[src/rtl/fix2flt_pkg.sv]
// Shared types and helpers for the fixed-point to float converter.
package fix2flt_pkg;

    // Conversion sequence, one state per pipeline step.
    typedef enum logic [2:0] {
        StIdle,
        StLzc,
        StNorm,
        StRound,
        StDone
    } state_e;

    // Only round-to-nearest-even is implemented; the field is kept for future modes.
    typedef enum logic [0:0] {
        RndNearestEven
    } round_mode_e;

    localparam round_mode_e RoundMode = RndNearestEven;

    // Exponent bias for an IEEE-754-style format with the given exponent width.
    function automatic int unsigned calc_bias(input int unsigned exp_width);
        return (32'd1 << (exp_width - 1)) - 32'd1;
    endfunction

endpackage

[src/rtl/lzc.sv]
// Combinational leading-zero counter; all-zero input yields WIDTH.
module lzc #(
    parameter int unsigned WIDTH = 16
) (
    input  logic [WIDTH-1:0]         data_i,
    output logic [$clog2(WIDTH+1)-1:0] count_o
);

    localparam int unsigned CntW = $clog2(WIDTH + 1);

    // Scan upward so the highest set bit wins.
    always_comb begin
        count_o = CntW'(WIDTH);
        for (int i = 0; i < int'(WIDTH); i++) begin
            if (data_i[i]) begin
                count_o = CntW'(int'(WIDTH) - 1 - i);
            end
        end
    end

endmodule

[src/rtl/fix_to_float_conv.sv]
// Fixed-point (signed or unsigned) to IEEE-754-style float converter with
// round-to-nearest-even and valid/ready handshakes on both sides.
// Optional macro FIX2FLT_INEXACT_EN adds a registered 'inexact' output.
module fix_to_float_conv
    import fix2flt_pkg::*;
#(
    parameter int unsigned INT_WIDTH   = 12,
    parameter int unsigned FRACT_WIDTH = 4,
    parameter int unsigned SIGNED      = 1,
    parameter int unsigned EXP_WIDTH   = 8,
    parameter int unsigned MAN_WIDTH   = 23
) (
    input  logic                              clk,
    input  logic                              rst,
    input  logic                              valid_in,
    output logic                              ready_in,
    input  logic [INT_WIDTH+FRACT_WIDTH-1:0]  fixed_point,
    output logic                              valid_out,
    input  logic                              ready_out,
`ifdef FIX2FLT_INEXACT_EN
    output logic                              inexact,
`endif
    output logic [EXP_WIDTH+MAN_WIDTH:0]      data_out
);

    localparam int unsigned W    = INT_WIDTH + FRACT_WIDTH;
    localparam int unsigned FW   = W - 1;
    localparam int unsigned LzW  = $clog2(W + 1);
    localparam int unsigned Bias = calc_bias(EXP_WIDTH);
    localparam int unsigned ExpW = EXP_WIDTH + 2;

    // Exponent cannot leave the normal range only when the bias dominates both widths.
    if (Bias <= INT_WIDTH || Bias <= FRACT_WIDTH || W < 2) begin : g_param_check
        $error("fix_to_float_conv: BIAS must exceed INT_WIDTH and FRACT_WIDTH");
    end
    if (RoundMode != RndNearestEven) begin : g_round_check
        $error("fix_to_float_conv: only round-to-nearest-even is supported");
    end

    state_e                 state_q, state_d;
    logic [W-1:0]           op_q, op_d;
    logic                   sign_q, sign_d;
    logic [W-1:0]           mag_q, mag_d;
    logic [LzW-1:0]         lz_q, lz_d;
    logic [W-1:0]           norm_q, norm_d;
    logic signed [ExpW-1:0] exp_q, exp_d;
    logic                   ready_in_q, ready_in_d;
    logic                   valid_out_q, valid_out_d;
    logic [EXP_WIDTH+MAN_WIDTH:0] data_out_q, data_out_d;

    logic                   sign_c;
    logic [W-1:0]           mag_c;
    logic [LzW-1:0]         lz_c;
    logic [MAN_WIDTH-1:0]   man_c;
    logic                   round_up_c;
    logic [MAN_WIDTH:0]     man_sum;
    logic signed [ExpW-1:0] exp_final;
    logic                   unused_exp_msb;

    lzc #(
        .WIDTH (W)
    ) u_lzc (
        .data_i  (mag_c),
        .count_o (lz_c)
    );

    // Sign/magnitude split; negating the most-negative value wraps to 2^(W-1) as intended.
    always_comb begin
        sign_c = (SIGNED != 0) ? op_q[W-1] : 1'b0;
        mag_c  = sign_c ? W'(-op_q) : op_q;
    end

    if (FW <= MAN_WIDTH) begin : g_exact
        // Whole fraction fits: left-align it into the mantissa.
        always_comb begin
            man_c      = MAN_WIDTH'(norm_q[W-2:0]) << (MAN_WIDTH - FW);
            round_up_c = 1'b0;
        end
`ifdef FIX2FLT_INEXACT_EN
        logic inexact_c;
        assign inexact_c = 1'b0;
`endif
    end else begin : g_rne
        localparam int unsigned Drop = FW - MAN_WIDTH;
        logic [FW-1:0] frac;
        logic          guard;
        logic          sticky;
        // Truncate to the mantissa, then round to nearest even from guard/sticky.
        always_comb begin
            frac       = norm_q[W-2:0];
            man_c      = frac[FW-1 -: MAN_WIDTH];
            guard      = frac[Drop-1];
            sticky     = |(frac & ((FW'(1) << (Drop - 1)) - FW'(1)));
            round_up_c = guard & (sticky | man_c[0]);
        end
`ifdef FIX2FLT_INEXACT_EN
        logic inexact_c;
        assign inexact_c = guard | sticky;
`endif
    end

    // Mantissa increment; a carry out renormalises into the exponent with man=0.
    always_comb begin
        man_sum        = {1'b0, man_c} + (MAN_WIDTH + 1)'(round_up_c);
        exp_final      = exp_q + ExpW'(man_sum[MAN_WIDTH]);
        unused_exp_msb = ^exp_final[ExpW-1:EXP_WIDTH];
    end

`ifdef FIX2FLT_INEXACT_EN
    logic inexact_q, inexact_d;
    logic inexact_round;
    if (FW <= MAN_WIDTH) begin : g_inx_sel_exact
        assign inexact_round = g_exact.inexact_c;
    end else begin : g_inx_sel_rne
        assign inexact_round = g_rne.inexact_c;
    end
`endif

    // Next-state and datapath register updates for each conversion step.
    always_comb begin
        state_d     = state_q;
        op_d        = op_q;
        sign_d      = sign_q;
        mag_d       = mag_q;
        lz_d        = lz_q;
        norm_d      = norm_q;
        exp_d       = exp_q;
        ready_in_d  = ready_in_q;
        valid_out_d = valid_out_q;
        data_out_d  = data_out_q;
`ifdef FIX2FLT_INEXACT_EN
        inexact_d   = inexact_q;
`endif
        unique case (state_q)
            StIdle: begin
                ready_in_d = 1'b1;
                if (valid_in && ready_in_q) begin
                    op_d       = fixed_point;
                    ready_in_d = 1'b0;
                    state_d    = StLzc;
                end
            end
            StLzc: begin
                sign_d  = sign_c;
                mag_d   = mag_c;
                lz_d    = lz_c;
                state_d = StNorm;
            end
            StNorm: begin
                norm_d  = mag_q << lz_q;
                exp_d   = $signed(ExpW'(Bias + INT_WIDTH - 1) - ExpW'(lz_q));
                state_d = StRound;
            end
            StRound: begin
                valid_out_d = 1'b1;
                // A normalised non-zero magnitude always has its MSB set.
                data_out_d  = norm_q[W-1] ?
                              {sign_q, exp_final[EXP_WIDTH-1:0], man_sum[MAN_WIDTH-1:0]} : '0;
`ifdef FIX2FLT_INEXACT_EN
                inexact_d   = norm_q[W-1] & inexact_round;
`endif
                state_d     = StDone;
            end
            StDone: begin
                if (ready_out) begin
                    valid_out_d = 1'b0;
                    ready_in_d  = 1'b1;
                    state_d     = StIdle;
                end
            end
            default: state_d = StIdle;
        endcase
    end

    // State and datapath registers with synchronous reset.
    always_ff @(posedge clk) begin
        if (rst) begin
            state_q     <= StIdle;
            op_q        <= '0;
            sign_q      <= 1'b0;
            mag_q       <= '0;
            lz_q        <= '0;
            norm_q      <= '0;
            exp_q       <= '0;
            ready_in_q  <= 1'b0;
            valid_out_q <= 1'b0;
            data_out_q  <= '0;
`ifdef FIX2FLT_INEXACT_EN
            inexact_q   <= 1'b0;
`endif
        end else begin
            state_q     <= state_d;
            op_q        <= op_d;
            sign_q      <= sign_d;
            mag_q       <= mag_d;
            lz_q        <= lz_d;
            norm_q      <= norm_d;
            exp_q       <= exp_d;
            ready_in_q  <= ready_in_d;
            valid_out_q <= valid_out_d;
            data_out_q  <= data_out_d;
`ifdef FIX2FLT_INEXACT_EN
            inexact_q   <= inexact_d;
`endif
        end
    end

    assign ready_in  = ready_in_q;
    assign valid_out = valid_out_q;
    assign data_out  = data_out_q;
`ifdef FIX2FLT_INEXACT_EN
    assign inexact   = inexact_q;
`endif

endmodule

[config.mk]
export PLATFORM = sky130hd
export DESIGN_NAME = fix_to_float_conv
export DESIGN_NICKNAME = d
export VERILOG_FILES = /design/src/rtl/fix2flt_pkg.sv /design/src/rtl/lzc.sv /design/src/rtl/fix_to_float_conv.sv
export SDC_FILE = /design/constraint.sdc
export NUM_CORES = 1
export LEC_CHECK = 0
export CORE_UTILIZATION = 57
export DETAILED_ROUTE_END_ITERATION = 6
export DONT_BUFFER_PORTS = 1
export GPL_TIMING_DRIVEN = 0
export HOLD_SLACK_MARGIN = 0.05
export PLACE_DENSITY = 0.75
export SLEW_MARGIN = 20
export SYNTH_ARGS = -nofsm -noshare
export SYNTH_HDL_FRONTEND = slang
export SYNTH_HIERARCHICAL = 1
export SYNTH_SLANG_ARGS = --single-unit
[constraint.sdc]
create_clock -name clk -period 2.35 [get_ports clk]
set_clock_uncertainty 0.1 [all_clocks]
set_input_delay 0.705 -clock clk [delete_from_list [all_inputs] [get_ports clk]]
set_output_delay 0.705 -clock clk [all_outputs]
set_load 0.03 [all_outputs]
Word-level counts from Yosys, hierarchy flattened
Index checks and enable logic that the tools add are counted.

cells by class
  add/sub/neg operators = 2
  equality and inequality tests = 6
  shift-type cells = 1
  mux-type cells = 26
  reductions and logical operators = 8

operators with widths
  kind                 number
  $mux 5               16
  $mux 32              1
  $mux 16              1
  $neg 16->16          1
  $shl 16x5->16        1
  $pmux 3 s5           1
  $reduce_and 2->1     4
  $sub 8x5->8 const A  1
  $eq 3x2->1 const B   2
  $mux 3               2
  $ne 2x2->1 const B   2
  $pmux 1 s2           2
  $reduce_bool 2->1    2
  $eq 3x1->1 const B   1
  $eq 3x3->1 const B   1
  $logic_not 3->1      1
  $mux 1               3
  $logic_and 1x1->1    1

word-level totals
  flip-flop bits (word level) = 99
  bits of input ports = 20
  logic and storage cells = 53

Logic depth before layout (Yosys ltp)
Gate-level depths: netlist of run 1.

  depth after elaboration = 18
  gate-level depth with buffers = 13
  mapped depth without buffers = 13

Cells and area by module
Netlist of run 1, hierarchy kept.

modules (own cells, without submodules)
  module             instances  cells an instance  area an instance (sq um)  seq. area each (sq um)
  fix_to_float_conv  1          520                4374.2                    1821.7
  lzc                1          32                 188.9                     0.0

Worst setup path before layout of run 1
Ideal clock, no wire load.

  kind = register to register
  start point = register op_q[2]
  end point = register lz_q[1]
  arrival time = 2.292 ns
  slack = -0.174 ns
  stages on the path, launching flop included = 12
  buffers on the path = 0
  period minus slack after synthesis = 2.524 ns
  cell sequence = dfxtp_1 -> or3_4 -> or4_4 -> o41ai_1 -> xor2_1 -> inv_1 -> nor2_1 -> o21ai_0 -> nand2_1 -> a31oi_1 -> nand2_1 -> a21oi_1

RTL lines
  element                   RTL line                  text
  start: declaration        fix_to_float_conv.sv:41   logic [W-1:0] op_q, op_d;
  start signal: assignment  fix_to_float_conv.sv:193  op_q <= op_d;
  $neg 16->16               fix_to_float_conv.sv:70   mag_c = sign_c ? W'(-op_q) : op_q;
  $mux 16                   fix_to_float_conv.sv:70
  net mag_c[13]             fix_to_float_conv.sv:52   logic [W-1:0] mag_c;
  $mux 5 (3 in a row)       lzc.sv:15                 if (data_i[i]) begin
  net lz_c[1]               fix_to_float_conv.sv:53   logic [LzW-1:0] lz_c;
  end signal: assignment    fix_to_float_conv.sv:196  lz_q <= lz_d;
  end: declaration          fix_to_float_conv.sv:44   logic [LzW-1:0] lz_q, lz_d;

The timed path passes the listed nets, and every way through them passes these cells.
A chain may end at the register's enable or synchronous reset.

Worst setup path in the final report of run 1
  start point = register op_q[3]
  end point = register lz_q[3]

RTL lines
  element              RTL line
  $neg 16->16          fix_to_float_conv.sv:70
  $mux 16              fix_to_float_conv.sv:70
  net mag_c[14]        fix_to_float_conv.sv:52
  $mux 5 (2 in a row)  lzc.sv:15
  net lz_c[3]          fix_to_float_conv.sv:53

The timed path passes the listed nets, and every way through them passes these cells.

==> results of run 1 <==
## repair_timing
action	4_1_cts	5_1_grt
endpoints found under the setup margin	46	36
hold buffers	0	0
setup buffers	12	4
pin swaps	13	9
gates resized for setup	28	17
## critical path, stage by stage (launching register included)
cell,delay [ns]
dfxtp_2,0.33
or3_4,0.39
buf_4,0.15
or2_2,0.33
o31ai_2,0.29
xor2_1,0.27
inv_1,0.12
nor2_2,0.16
nand3_1,0.12
a21oi_1,0.14
nand2_1,0.08
a21oi_1,0.13
## kinds of logic (layout without fill, tap and decap cells)
family / Yosys count / count (layout) / synth area share
simple gates: 227 / 227 / 0.2366
compound gates: 121 / 121 / 0.1574
flops: 91 / 91 / 0.3992
buf+inv: 66 / 96 / 0.06114
mux: 27 / 27 / 0.1067
xor+xnor: 17 / 17 / 0.03263
fa+ha+maj: 2 / 2 / 0.005483
other cells: 1 / 8 / 0.0008218
## routing by layer
layer  global-route usage  vias up  wire, um
met5                    0        -         0
met4               0.1217        0       327
met3              0.04104       31       611
met2               0.4987      171      5715
met1               0.3342     1883      4702
li1                     -     1972         -
## flip-flops by register name, indices dropped and copies added, names as in the netlist
signal / count
data_out: 24
mag_q: 16
norm_q: 16
op_q: 16
exp_q: 8
lz_q: 5
state_q: 3
ready_in: 1
sign_q: 1
valid_out: 1
## placed cells by master (no fill, tap or decap), types with 3 or more instances in the layout
| cell type | instances |
|---|---|
| nand2_1 | 87 |
| dfxtp_1 | 85 |
| a21oi_1 | 63 |
| nor2_1 | 52 |
| clkbuf_1 | 34 |
| buf_4 | 25 |
| nand3_1 | 25 |
| mux4_2 | 17 |
| nor3_1 | 16 |
| a211oi_1 | 16 |
| inv_1 | 11 |
| clkbuf_8 | 11 |
| o21ai_0 | 9 |
| nand2b_1 | 9 |
| xnor2_1 | 8 |
| conb_1 | 8 |
| mux2i_1 | 7 |
| xor2_1 | 6 |
| a22oi_1 | 6 |
| nor2b_1 | 5 |
| nand3b_1 | 5 |
| clkbuf_2 | 4 |
| o31ai_1 | 4 |
| or4_4 | 4 |
| buf_2 | 4 |
| dfxtp_2 | 4 |
| or3_1 | 3 |
| mux2_2 | 3 |
| o22ai_1 | 3 |
| a21oi_2 | 3 |
## worst max path at each step
| stage | start | to | slack [ns] | depth (start not counted) |
|---|---|---|---|---|
| final | op_q[3] | lz_q[3] | -0.32 | 11 |
| after global routing | op_q[3] | lz_q[0] | -0.45 | 11 |
| after CTS | op_q[3] | lz_q[3] | -0.26 | 10 |
| after detailed placement | lz_q[0] | norm_q[11] | -0.38 | 6 |
| after global placement | lz_q[0] | norm_q[11] | -0.35 | 6 |
| after floorplan | op_q[4] | lz_q[3] | -0.11 | 9 |
## power by group through the flow
stage	clock (mW)	combinational (mW)	sequential, mW
6_report	1.03	1.00	1.75
4_1_cts	1.03	0.955	1.75
5_1_grt	1.09	1.09	1.77
3_3_place_gp	0	0.853	1.77
2_1_floorplan	0	0.713	1.75
3_5_place_dp	0	0.872	1.78
## final cells by class
type,instances,area share
multi-input combinational,402,0.5059
tap,102,0.02466
clock inverter,4,0.006285
clock buffer,12,0.02997
buffer,52,0.04689
inverter,12,0.008702
sequential,91,0.3544
timing repair buffer,16,0.02321
==> summary.md, run 1 <==
| Metric | Value |
|---|---|
| Area delta synth->final | `13.44%` |
| Final hold slack | `around 0.35 ns` |
| Reg clk slew, reported paths | `0.10 ns` |
| Worst skew pair latency | `~0.37 ns` |
| Fmax | `0.3745 GHz` |
| Max Fanout on Critical Path | `3` |
| Number of global-route vias before repair | `3,958` |
| Library cells used by synthesis | `47` |
| DRT Wirelength | `11.36 mm` |
| Top_reg_cell synth | `dfxtp_1` |
| Crit path required time | `between 2 and 3 ns` |
| CTS tree | `yes` |
| Dpl ws | `-0.3831 ns` |
| Detail Placement HPWL | `about 8 mm` |
| Remaining antenna violation count | `0` |
| CTS root buffer | `clkbuf_8` |
| DR vias | `4,057` |
| Placer Congestion | `about 0.94` |
| Final Hold Viols | `0` |
| Avg Inst Size Synth | `about 8.3 um2` |
| ANT cells | `0` |
| NetSw | `between 1 and 1.5 mW` |
| First-pass GRT wire length | `18.64 mm` |
| DRC errors left | `0` |
| Vias/cell | `just under 6` |
| Hold Crit Endpoint | `op_q[0]` |
| Status | `finished with violations` |
| Reg2reg end | `lz_q[3]` |
| Max Cap Viol | `0` |
| Fin worst setup slack | `-0.3199 ns` |
| Reg2Reg Depth | `11` |
| Asr flop ratio synth | `0` |
| FF/Latch Area | `between 0.0015 and 0.002 mm2` |
| Min-delay worst type | `primary input to flip-flop` |
| RSZ-0062 raised after global routing | `true` |
| Comb power frac | `0.265` |
| Synth Register Bits | `91` |
| Share of the synthesized area in the top cell type | `0.3992` |
| Core area | `between 0.007 and 0.008 mm2` |
| Register area share after synthesis | `0.3992` |
| Placed cell areas | `0.004743 mm2` |
| R2r startpoint | `op_q[3]` |
| Yosys warns | `6` |
| Area of the multi-input gates | `~0.0026 mm2` |
| Cell Rows | `32` |
| GRT Overall Usage | `0.2804` |
| Switch share | `0.3345` |
| Most frequent cells after synthesis | `dfxtp_1 (91), nand2_1 (87), a21oi_1 (66)` |
| Power density cells | `around 730 mW/mm2` |
| Slew Limit Fails | `0` |
| Overflow after GRT | `0` |
| Initial antenna violation count | `0` |
| Hold wc startpoint | `fixed_point[0]` |
| Int Pwr | `between 2 and 3 mW` |
| Power, Total | `about 3.8 mW` |
| Peak supply drop | `approximately 0.42 mV` |
| Layout net count | `between 600 and 700` |
| H-tree depth | `3` |
| Kind of critical path | `flip-flop to flip-flop` |
| Cells after Synth | `around 550` |
| TritonCTS Sinks | `between 90 and 100` |
| Dpl cells | `~660` |
| Num CTS Buffers | `9` |
| Fin Setup TNS | `-1.663 ns` |
| Starting DRT DRC Count | `230` |
| Static Leak | `between 1.5 and 2 nW` |
| Count leader, synth | `dfxtp_1` |
| Drt first pass iters | `5` |
| Die Wd | `between 90 and 100 um` |
| Sequential power share | `0.463` |
| CP arrival | `~2.9 ns` |
| Util after Layout | `0.6699` |
| Slew at the pin closest to its max-slew limit | `about 0.70 ns` |
| Syn Std Cell Area | `~0.0046 mm2` |
| EDFF count, synth | `0` |
| Largest net degree at the start of global routing | `18` |
| Final Cell Area | `between 0.005 and 0.006 mm2` |
| Clock power share | `0.272` |
| Failing checks | `negative setup slack` |
| Layout cell share with drive strength beyond 1 | `0.1800` |
| Final std cells w/o fill | `691` |
| R2R setup slack | `-0.32 ns` |
| Dominant cells by area after synthesis | `dfxtp_1 (40%), mux4_2 (8.4%), a21oi_1 (7.2%), nand2_1 (7.2%), nor2_1 (4.4%)` |
| Relative slew slack | `0.5309` |
| Fin crit share | `1.136` |
| WHS Path Cells | `2` |
| Crit start category | `flip-flop` |
| Cell taking the most area after synthesis | `dfxtp_1` |
| PortBufs | `0` |
| Max clock buf depth | `2` |
| Die height | `about 91 um` |
| Number of fill cells | `~650` |
| DR WL/cell | `between 15 and 20 um` |
| Min Tclk post-route | `2.670 ns` |
| Nature of the critical path endpoint | `flip-flop` |
| Setup Viol. Count Final | `7` |
| Initial Utilization | `0.5905` |
| Die area | `0.008368 mm2` |
| Top-level port count | `between 50 and 60` |
No activity file was read; power rests on OpenSTA's default activity.
==> run 2, diff against run 1 <==
--- a/config.mk
+++ b/config.mk
@@ -5,6 +5,7 @@
 export SDC_FILE = /design/constraint.sdc
 export NUM_CORES = 1
 export LEC_CHECK = 0
+export CAP_MARGIN = 20
 export CORE_UTILIZATION = 57
 export DETAILED_ROUTE_END_ITERATION = 6
 export DONT_BUFFER_PORTS = 1
==> results of run 2 <==
The final DEF is identical to that of run 1; final timing and power are the same.
==> run 3, diff against run 2 <==
--- a/config.mk
+++ b/config.mk
@@ -5,6 +5,7 @@
 export SDC_FILE = /design/constraint.sdc
 export NUM_CORES = 1
 export LEC_CHECK = 0
+export ABC_CLOCK_PERIOD_IN_PS = 2350
 export CAP_MARGIN = 20
 export CORE_UTILIZATION = 57
 export DETAILED_ROUTE_END_ITERATION = 6
==> results of run 3 <==
The final DEF is identical to that of run 1; final timing and power are the same.
